$ cat src/rtl/spi_arb_pkg.sv
`default_nettype none
// ============================================================================
//  Module   : spi_arb_pkg
//  Purpose  : Shared types and constants for the SPI request arbiter:
//             FSM state encoding, frame length, command flag values and the
//             frame-length helper.
//  Revision : 1.0 - initial release
// ============================================================================
package spi_arb_pkg;

    // Frame sequencer states
    typedef enum logic [2:0] {
        ST_IDLE  = 3'd0,
        ST_SETUP = 3'd1,
        ST_SHIFT = 3'd2,
        ST_HOLD  = 3'd3,
        ST_GAP   = 3'd4
    } state_t;

    // One read/write flag bit followed by 8 data bits
    localparam int   FRAME_BITS = 9;

    localparam logic CMD_READ   = 1'b1;
    localparam logic CMD_WRITE  = 1'b0;

    // clk cycles that CS stays low for one frame (setup + 9 bits + hold)
    function automatic int frame_cycles(input int div);
        return 20 * div;
    endfunction

endpackage
`default_nettype wire

$ cat src/rtl/spi_rr_arbiter.sv
`default_nettype none
// ============================================================================
//  Module   : spi_rr_arbiter
//  Purpose  : Picks one requester out of a request vector. Round-robin by
//             default: the pointer names the highest-priority index and moves
//             to winner+1 when the winner is accepted.
//             Build option SPI_ARB_FIXED_PRIO_EN: fixed priority, lowest index
//             wins, and the pointer register disappears.
//  Revision : 1.0 - initial release
// ============================================================================
module spi_rr_arbiter
    import spi_arb_pkg::*;
#(
    parameter int NUM_REQ = 4,
    parameter int IDX_W   = 2
) (
    input  logic               clk,
    input  logic               reset_n,
    input  logic [NUM_REQ-1:0] req,
    input  logic               accept,
    output logic [NUM_REQ-1:0] grant,
    output logic [IDX_W-1:0]   grant_idx,
    output logic               any
);

    logic [IDX_W-1:0]   w_cand;
    logic [IDX_W-1:0]   w_idx;
    logic               w_any;
    logic [NUM_REQ-1:0] w_grant;

`ifndef SPI_ARB_FIXED_PRIO_EN
    logic [IDX_W-1:0]   r_ptr;
`endif

    // Scan candidates in priority order; the first active request wins
    always_comb begin
        w_cand  = '0;
        w_idx   = '0;
        w_any   = 1'b0;
        w_grant = '0;
        for (int i = 0; i < NUM_REQ; i++) begin
`ifdef SPI_ARB_FIXED_PRIO_EN
            w_cand = IDX_W'(i);
`else
            w_cand = IDX_W'((int'(r_ptr) + i) % NUM_REQ);
`endif
            if (!w_any && req[w_cand]) begin
                w_any = 1'b1;
                w_idx = w_cand;
            end
        end
        if (w_any) begin
            w_grant[w_idx] = 1'b1;
        end
    end

`ifndef SPI_ARB_FIXED_PRIO_EN
    // Rotate priority so the requester after the accepted winner goes first
    always_ff @(posedge clk or negedge reset_n) begin
        if (!reset_n) begin
            r_ptr <= '0;
        end else if (accept) begin
            r_ptr <= (w_idx == IDX_W'(NUM_REQ - 1)) ? '0 : w_idx + 1'b1;
        end
    end
`endif

    assign grant     = w_grant;
    assign grant_idx = w_idx;
    assign any       = w_any;

endmodule
`default_nettype wire

$ cat src/rtl/spi_req_arbiter.sv
`default_nettype none
// ============================================================================
//  Module   : spi_req_arbiter
//  Purpose  : Shares one SPI bus between NUM_REQ requesters. Each frame is a
//             read/write flag bit then 8 data bits LSB-first; read frames
//             capture MISO and return the byte on rdata.
//             Build option SPI_ARB_FIXED_PRIO_EN selects fixed priority
//             (lowest index wins) instead of round-robin.
//  Revision : 1.0 - initial release
// ============================================================================
module spi_req_arbiter
    import spi_arb_pkg::*;
#(
    parameter int NUM_REQ = 4,
    parameter int DIV     = 9,
    parameter int GAP     = 4
) (
    input  logic                 clk,
    input  logic                 reset_n,
    input  logic [NUM_REQ-1:0]   req,
    input  logic [NUM_REQ-1:0]   rw,
    input  logic [NUM_REQ*8-1:0] wdata,
    output logic [NUM_REQ-1:0]   gnt,
    output logic [NUM_REQ-1:0]   done,
    output logic [7:0]           rdata,
    output logic                 busy,
    input  logic                 miso,
    output logic                 cs,
    output logic                 sclk,
    output logic                 mosi
);

    localparam int              c_idx_w    = (NUM_REQ > 1) ? $clog2(NUM_REQ) : 1;
    localparam int              c_cnt_max  = (DIV > GAP) ? DIV : GAP;
    localparam int              c_cnt_w    = $clog2(c_cnt_max + 1);
    localparam logic [c_cnt_w-1:0] c_div_last = c_cnt_w'(DIV - 1);
    localparam logic [c_cnt_w-1:0] c_gap_last = c_cnt_w'(GAP - 1);
    localparam logic [3:0]      c_last_bit = 4'(FRAME_BITS - 1);

    state_t               r_state;
    logic [c_cnt_w-1:0]   r_cnt;
    logic [3:0]           r_bit;
    logic                 r_rw;
    logic [7:0]           r_wdata;
    logic [7:0]           r_shreg;
    logic [NUM_REQ-1:0]   r_gnt;
    logic [NUM_REQ-1:0]   r_done;
    logic [7:0]           r_rdata;
    logic                 r_busy;
    logic                 r_cs;
    logic                 r_sclk;
    logic                 r_mosi;

    logic [NUM_REQ-1:0]   w_win_onehot;
    logic [c_idx_w-1:0]   w_win_idx;
    logic                 w_any;
    logic                 w_accept;
    logic                 w_win_rw;
    logic [7:0]           w_win_wdata;

    assign w_accept = (r_state == ST_IDLE) && w_any;

    spi_rr_arbiter #(
        .NUM_REQ (NUM_REQ),
        .IDX_W   (c_idx_w)
    ) u_arb (
        .clk       (clk),
        .reset_n   (reset_n),
        .req       (req),
        .accept    (w_accept),
        .grant     (w_win_onehot),
        .grant_idx (w_win_idx),
        .any       (w_any)
    );

    // Route the winning requester's command flag and write byte
    always_comb begin
        w_win_rw    = 1'b0;
        w_win_wdata = '0;
        for (int i = 0; i < NUM_REQ; i++) begin
            if (w_win_idx == c_idx_w'(i)) begin
                w_win_rw    = rw[i];
                w_win_wdata = wdata[i*8 +: 8];
            end
        end
    end

    // Frame sequencer: grant, SCLK generation, bit shifting and completion
    always_ff @(posedge clk or negedge reset_n) begin
        if (!reset_n) begin
            r_state <= ST_IDLE;
            r_cnt   <= '0;
            r_bit   <= '0;
            r_rw    <= CMD_WRITE;
            r_wdata <= '0;
            r_shreg <= '0;
            r_gnt   <= '0;
            r_done  <= '0;
            r_rdata <= '0;
            r_busy  <= 1'b0;
            r_cs    <= 1'b1;
            r_sclk  <= 1'b1;
            r_mosi  <= 1'b0;
        end else begin
            r_done <= '0;
            case (r_state)
                ST_IDLE: begin
                    if (w_any) begin
                        r_rw    <= w_win_rw;
                        r_wdata <= w_win_wdata;
                        r_gnt   <= w_win_onehot;
                        r_busy  <= 1'b1;
                        r_cs    <= 1'b0;
                        r_mosi  <= w_win_rw;
                        r_cnt   <= '0;
                        r_state <= ST_SETUP;
                    end
                end
                ST_SETUP: begin
                    if (r_cnt == c_div_last) begin
                        r_cnt   <= '0;
                        r_bit   <= '0;
                        r_sclk  <= 1'b0;
                        r_mosi  <= r_rw;
                        r_state <= ST_SHIFT;
                    end else begin
                        r_cnt <= r_cnt + 1'b1;
                    end
                end
                ST_SHIFT: begin
                    if (r_cnt == c_div_last) begin
                        r_cnt <= '0;
                        if (!r_sclk) begin
                            // Rising edge: read frames sample data bits 1..8
                            r_sclk <= 1'b1;
                            if (r_rw == CMD_READ && r_bit != 4'd0) begin
                                r_shreg <= {miso, r_shreg[7:1]};
                            end
                        end else if (r_bit == c_last_bit) begin
                            r_state <= ST_HOLD;
                        end else begin
                            // Falling edge: present bit k+1 (wdata[k])
                            r_bit  <= r_bit + 4'd1;
                            r_sclk <= 1'b0;
                            r_mosi <= (r_rw == CMD_READ) ? 1'b0 : r_wdata[r_bit[2:0]];
                        end
                    end else begin
                        r_cnt <= r_cnt + 1'b1;
                    end
                end
                ST_HOLD: begin
                    if (r_cnt == c_div_last) begin
                        r_cnt   <= '0;
                        r_cs    <= 1'b1;
                        r_mosi  <= 1'b0;
                        r_gnt   <= '0;
                        r_done  <= r_gnt;
                        if (r_rw == CMD_READ) begin
                            r_rdata <= r_shreg;
                        end
                        r_state <= ST_GAP;
                    end else begin
                        r_cnt <= r_cnt + 1'b1;
                    end
                end
                ST_GAP: begin
                    if (r_cnt == c_gap_last) begin
                        r_cnt   <= '0;
                        r_busy  <= 1'b0;
                        r_state <= ST_IDLE;
                    end else begin
                        r_cnt <= r_cnt + 1'b1;
                    end
                end
                default: r_state <= ST_IDLE;
            endcase
        end
    end

    assign gnt   = r_gnt;
    assign done  = r_done;
    assign rdata = r_rdata;
    assign busy  = r_busy;
    assign cs    = r_cs;
    assign sclk  = r_sclk;
    assign mosi  = r_mosi;

endmodule
`default_nettype wire

$ cat config.mk
export PLATFORM = sky130hd
export DESIGN_NAME = spi_req_arbiter
export DESIGN_NICKNAME = d
export VERILOG_FILES = /design/src/rtl/spi_arb_pkg.sv /design/src/rtl/spi_rr_arbiter.sv /design/src/rtl/spi_req_arbiter.sv
export SDC_FILE = /design/constraint.sdc
export NUM_CORES = 1
export LEC_CHECK = 0
export CORE_MARGIN = 4
export CORE_UTILIZATION = 50
export DETAILED_ROUTE_END_ITERATION = 16
export PLACE_DENSITY = 0.84
export SLEW_MARGIN = 20
export SYNTH_ARGS = -nofsm -noshare
export SYNTH_HDL_FRONTEND = slang
export SYNTH_SLANG_ARGS = --single-unit
$ cat constraint.sdc
create_clock -name clk -period 2.8 [get_ports clk]
set_clock_uncertainty 0.15 [all_clocks]
set_input_delay 0.56 -clock clk [delete_from_list [all_inputs] [get_ports clk]]
set_output_delay 0.56 -clock clk [all_outputs]
set_load 0.01 [all_outputs]
* Yosys cells after proc, flatten, opt, wreduce, memory -nomap -nowiden
Cells that the tools add are included.
** Word-level totals
- Flip-flop bits (word level) :: 50
- Input bits :: 43
- Output and inout port bits :: 20
** Operators by class
- $add $sub $neg :: 6
- $lt $le $gt $ge :: 7
- Eq/ne operators :: 18
- Mux-type cells :: 68
- Bitwise gates (word level) :: 1
- Reductions and logical operators :: 28
** Operators with widths (count)
- $mux W4 :: 10
- $mux W8 :: 4
- $mux W1 :: 28
- $mux W3 :: 7
- $ne A2 B2 Y1 const B :: 8
- $pmux W4 S2 :: 2
- $lt A2 B3 Y1 const B :: 5
- $pmux W3 S5 :: 1
- $reduce_and A7 Y1 :: 2
- $pmux W4 S3 :: 1
- $reduce_and A3 Y1 :: 4
- $mux W2 :: 5
- $add A4 B1 Y4 const B :: 2
- $bmux W1 S2 :: 4
- $eq A4 B4 Y1 const B :: 2
- $reduce_bool A4 Y1 :: 2
- $eq A3 B2 Y1 const B :: 2
- $logic_and A1 B1 Y1 :: 6
- $pmux W1 S2 :: 3
- $reduce_bool A2 Y1 :: 3
- $reduce_and A5 Y1 :: 1
- $add A2 B1 Y2 const B :: 2
- $add A2 B2 Y2 const B :: 2
- $eq A2 B2 Y1 const B :: 2
- 17 further kinds :: 20

* Logic depth before layout (Yosys ltp)
Gate-level depths: netlist of the first run.
- Depth after elaboration :: 19
- Mapped depth :: 10

* Modules after synthesis
From an unflattened synthesis of the first run, not the netlist that was laid out.
** Second synthesis, totals
- Cells, all modules :: 226
- Area, all modules :: 2726.4 µm²
** By module, submodules not included
- spi_req_arbiter :: times used 1, cells an instance 195, area an instance 2454.9 µm²
- spi_rr_arbiter :: times used 1, cells an instance 31, area an instance 271.5 µm²

* Worst setup path before layout of the first run
Ideal clock, no wire load.
- Kind :: input to register
- Start point :: input req[2]
- End point :: register r_wdata[1]
- Library setup time :: 127 ps
- Data arrival time :: 2108 ps
- Path slack :: 415 ps
- Stages on the path :: 10
- Buffers on the path :: 1
- Cell sequence :: mux2i_1 -> nor2_1 -> nor3_1 -> inv_1 -> ha_1 -> nor2b_1 -> clkbuf_1 -> a221o_1 -> o211ai_1 -> a21oi_1
** Between the ends
- Longest elaborated chain between the ends :: 17
- Elaborated cells between the ends (all ways) :: 31
- Classes of those cells :: eq/ne: 3; mux: 20; reduce/logical: 8
** RTL lines
- start: declaration :: line spi_req_arbiter.sv:20 : input logic [NUM_REQ-1:0] req,
- $bmux W1 S2 :: line spi_rr_arbiter.sv:47 : if (!w_any && req[w_cand]) begin
- $mux W1 (implied by the code) :: line spi_rr_arbiter.sv:47
- $mux W1 :: line spi_rr_arbiter.sv:47
- $logic_not A1 Y1 :: line spi_rr_arbiter.sv:47
- $logic_and A1 B1 Y1 :: line spi_rr_arbiter.sv:47
- $mux W1 :: line spi_rr_arbiter.sv:47
- $logic_not A1 Y1 :: line spi_rr_arbiter.sv:47
- $logic_and A1 B1 Y1 :: line spi_rr_arbiter.sv:47
- $mux W1 :: line spi_rr_arbiter.sv:47
- $logic_not A1 Y1 :: line spi_rr_arbiter.sv:47
- $logic_and A1 B1 Y1 :: line spi_rr_arbiter.sv:47
- $mux W2 :: line spi_rr_arbiter.sv:47
- $logic_not A2 Y1 :: line spi_req_arbiter.sv:81 : if (w_win_idx == c_idx_w'(i)) begin
- $mux W8 (4 in a row) :: line spi_req_arbiter.sv:81
- end signal: assignment :: line spi_req_arbiter.sv:110 : r_wdata <= w_win_wdata;
- end: declaration :: line spi_req_arbiter.sv:44 : logic [7:0] r_wdata;
Several ways; a longest one is shown, not always the timed one. The select of a mux whose other input is x is not followed.
A chain may end at the register's enable or synchronous reset.

* Worst setup path in the final report of the first run
- Start point :: input req[1]
- End point :: register r_wdata[0]
Same word-level chain as after synthesis.

==> impl_metrics.tcl, run 1 <==
set metrics [dict create \
    p_sw_share_pct 35.8 \
    wl_mm 5.98 \
    critPathMostFrequentCell "a21oi_1" \
    synthCells 256 \
    synth_top_cell_by_area "dfrtp_1" \
    row_count 26 \
    post-cts-setup-buffer-count 0 \
    syn_area_um2 2650 \
    ctsResizeCount 0 \
    die_area_um2 6530 \
    top_layer "met4" \
    dr_wl_met3_um 318 \
    core_um2 5110 \
    drv_slew 0 \
    synthTopCellsByArea "dfrtp_1 45%, mux2_2 7.6%, a21oi_1 4.3%, ha_1 3.8%, a221o_1 2.6%" \
    io_pins 63 \
    worstPathArrival_ns 2.65 \
    wl_met1_mm 2.60 \
    grt_overflow 0 \
    fin_area_um2 3570 \
    hold_viol_final 0 \
    clk_latency_ns 0.31 \
    syn-num-nets 307 \
    drcViolationCount 0 \
    drtPass1Iterations 4 \
    syn_to_final_growth_pct 34.6 \
    yosysSeqAreaShare_pct 47.3 \
    cap_violations 0 \
    tritoncts "done" \
    path_delay_family "compound AO/OA/AOI/OAI gates" \
    grt.total_usage_pct 19.6 \
    synth_edf_count 0 \
    avgRoutedWirePerCell_um 14.8 \
    fillers 396 \
    synth_flop_cell "dfrtp_1" \
    path_buf_inv 3 \
    viasPerCell 5.61 \
    critical_path_peak_fanout 12 \
    dpl.hpwl_mm 4.63 \
    drt_iter0_drc 121 \
    period_share_pct 91.7 \
    crit_type "in2reg" \
    gp_congestion 0.846 \
    power.static_leakage_uw 0.00156 \
    cpPeakStageDelay_ns 0.49 \
    grt_pass1_vias 2287 \
    max_freq_ghz 0.389 \
    diodes 0 \
    seq_power_share_pct 38.2 \
    vias 2268 \
    final_nets 384 \
    power_density_nw_per_um2 768 \
    crit_required_ns 2.88 \
    yosys.cell_types.count 50 \
    place_area_um2 3450 \
    relSlewSlack_pct 39.0 \
    cp_slowest_cell "clkdlybuf4s50_1" \
    r2r_slack_ns 0.48 \
    setup_tns_ns 0 \
    root_buffer "clkbuf_8" \
    port_buffers 62 \
    hold_class "in2async" \
    status "finished, final reports clean" \
    fin_util_pct 69.8 \
    cts_hold_buf 0 \
    layout-drive-gt1-share_pct 17.1 \
    crit_path_end_kind "register" \
    crit_chain "clkdlybuf4s50_1 -> a21oi_1 -> o21a_1 -> o22a_1 -> inv_1 -> ha_1 -> buf_4 -> nand3b_1 -> a311oi_1 -> a21oi_1 -> o21ai_0" \
    layout_commonest_cell "clkdlybuf4s50_1" \
    worstSetupStartpointType "input port" \
    grt_pass1_wl_mm 10.1 \
    grt_max_degree 28 \
    final-setup-viol-count 0 \
    rsz0062_at_grt "false" \
    yosys_warnings 0 \
    fp.dieH_um 80.8 \
    worst_pin_slew_ns 0.912 \
    die-width_um 80.8 \
    antenna_found_initial 0 \
    p_switching_uw 982 \
    layout_common_cells "61 x clkdlybuf4s50_1, 48 x dfrtp_1, 23 x a21oi_1, 20 x buf_4, 18 x mux2_2" \
    wl_met2_mm 2.95 \
    htreeDepth 2 \
    p_comb_share_pct 43.0 \
    syn_area_per_cell_um2 10.4 \
    async_reset_ff_share_pct 100 \
    power.internal_uw 1760 \
    numCtsBuffers 5 \
    period_needed_ns 2.57 \
    pwr-share-clk_pct 18.8 \
    pre_cts_ws_ns -0.116 \
    synth-seq-cells 50 \
    start_util_pct 51.9 \
    final_antenna_net_count 0 \
    yosysTopAreaCellShare_pct 45.3 \
    power_uw 2740 \
    ir_worst_vdd_uv 370 \
    setup_ws_ns 0.231 \
    clock-sinks 50 \
    clock_path_buffers 2 \
    cts.clk_slew.worst_paths_ns 0.09 \
]
==> cells by family after synthesis <==
group / share of synthesized area [%]
muxes: 9.63
and+or+nand+nor: 16.1
buffers and inverters: 3.40
DFF: 47.3
AOI/OAI and AO/OA: 18.8
adders and majority gates: 3.78
xor gates and xnor gates: 0.992
==> Yosys cell counts (7+ instances only) <==
master    instances
nand2_1          17
ha_1              8
o21ai_0          14
dfrtp_1          48
mux2_2           18
nor2_1           17
a22o_1            7
o211ai_1          7
a221o_1           7
inv_1            11
clkbuf_1         11
a21oi_1          23
==> worst paths after layout <==
kind	from	endpoint	cells past startpoint
max	req[1]	r_wdata[0]	11
min	reset_n	r_shreg[0]	1
min in group clk	r_wdata[0]	r_wdata[0]	2
max reg2reg	u_arb.r_ptr[1]	r_wdata[7]	10
max in group asynchronous	reset_n	r_shreg[2]	2
min reg2reg	r_wdata[0]	r_wdata[0]	2
==> worst reg2reg max path, stage by stage, from the launching register on <==
cell and delay [ns]:
dfrtp_1 0.46, mux2i_1 0.21, nor2_1 0.06, nor3_1 0.23, inv_1 0.10, ha_1 0.22, nor2b_1 0.13, buf_4 0.15
a221o_1 0.30, o211ai_1 0.11, a21oi_1 0.09
==> per-stage QoR <==
stage	hold slack, ns	std cells
detailed placement	0.319	396
finish	0.116	404
global route	0.150	404
floorplan	0.114	256
global placement	0.314	396
CTS	0.130	404
==> power by group through the flow <==
stage / registers [µW] / logic, µW / clock network, µW
final: 1050 / 1180 / 514
after global routing: 1070 / 1310 / 551
after CTS: 1040 / 1180 / 526
after detailed placement: 1060 / 1170 / 0
after global placement: 1050 / 1130 / 0
after floorplan: 1020 / 785 / 0
==> final cells by class <==
class | instances | area [µm²] | share of cell area [%]
Inverter | 11 | 41.3 | 1.16
Tap cell | 70 | 87.6 | 2.46
Clock buffer | 5 | 68.8 | 1.93
Timing Repair Buffer | 82 | 766 | 21.5
Clock inverter | 3 | 43.8 | 1.23
Multi-Input combinational cell | 183 | 1310 | 36.6
Sequential cell | 50 | 1250 | 35.1
==> registers in the layout (all words and copies together), names as in the netlist <==
name	cells
r_wdata	8
r_cnt	4
r_rw	1
r_shreg	8
done	4
rdata	8
r_state	3
busy	1
sclk	1
mosi	1
cs	1
u_arb.r_ptr	2
gnt	4
r_bit	4
==> routing by layer <==
layer  global-route usage [%]  vias up
li1                         -     1090
met1                     24.8     1102
met2                     33.7       66
met3                     3.55       10
met4                     6.93        0
met5                        0        -
No activity file was read; power rests on OpenSTA's default activity.
==> run 2, diff against run 1 <==
--- a/config.mk
+++ b/config.mk
@@ -8,6 +8,7 @@
 export CORE_MARGIN = 4
 export CORE_UTILIZATION = 50
 export DETAILED_ROUTE_END_ITERATION = 16
+export HOLD_SLACK_MARGIN = 0.08
 export PLACE_DENSITY = 0.84
 export SLEW_MARGIN = 20
 export SYNTH_ARGS = -nofsm -noshare
==> results of run 2 <==
No change in the layout: final DEF, timing and power equal those of run 1.
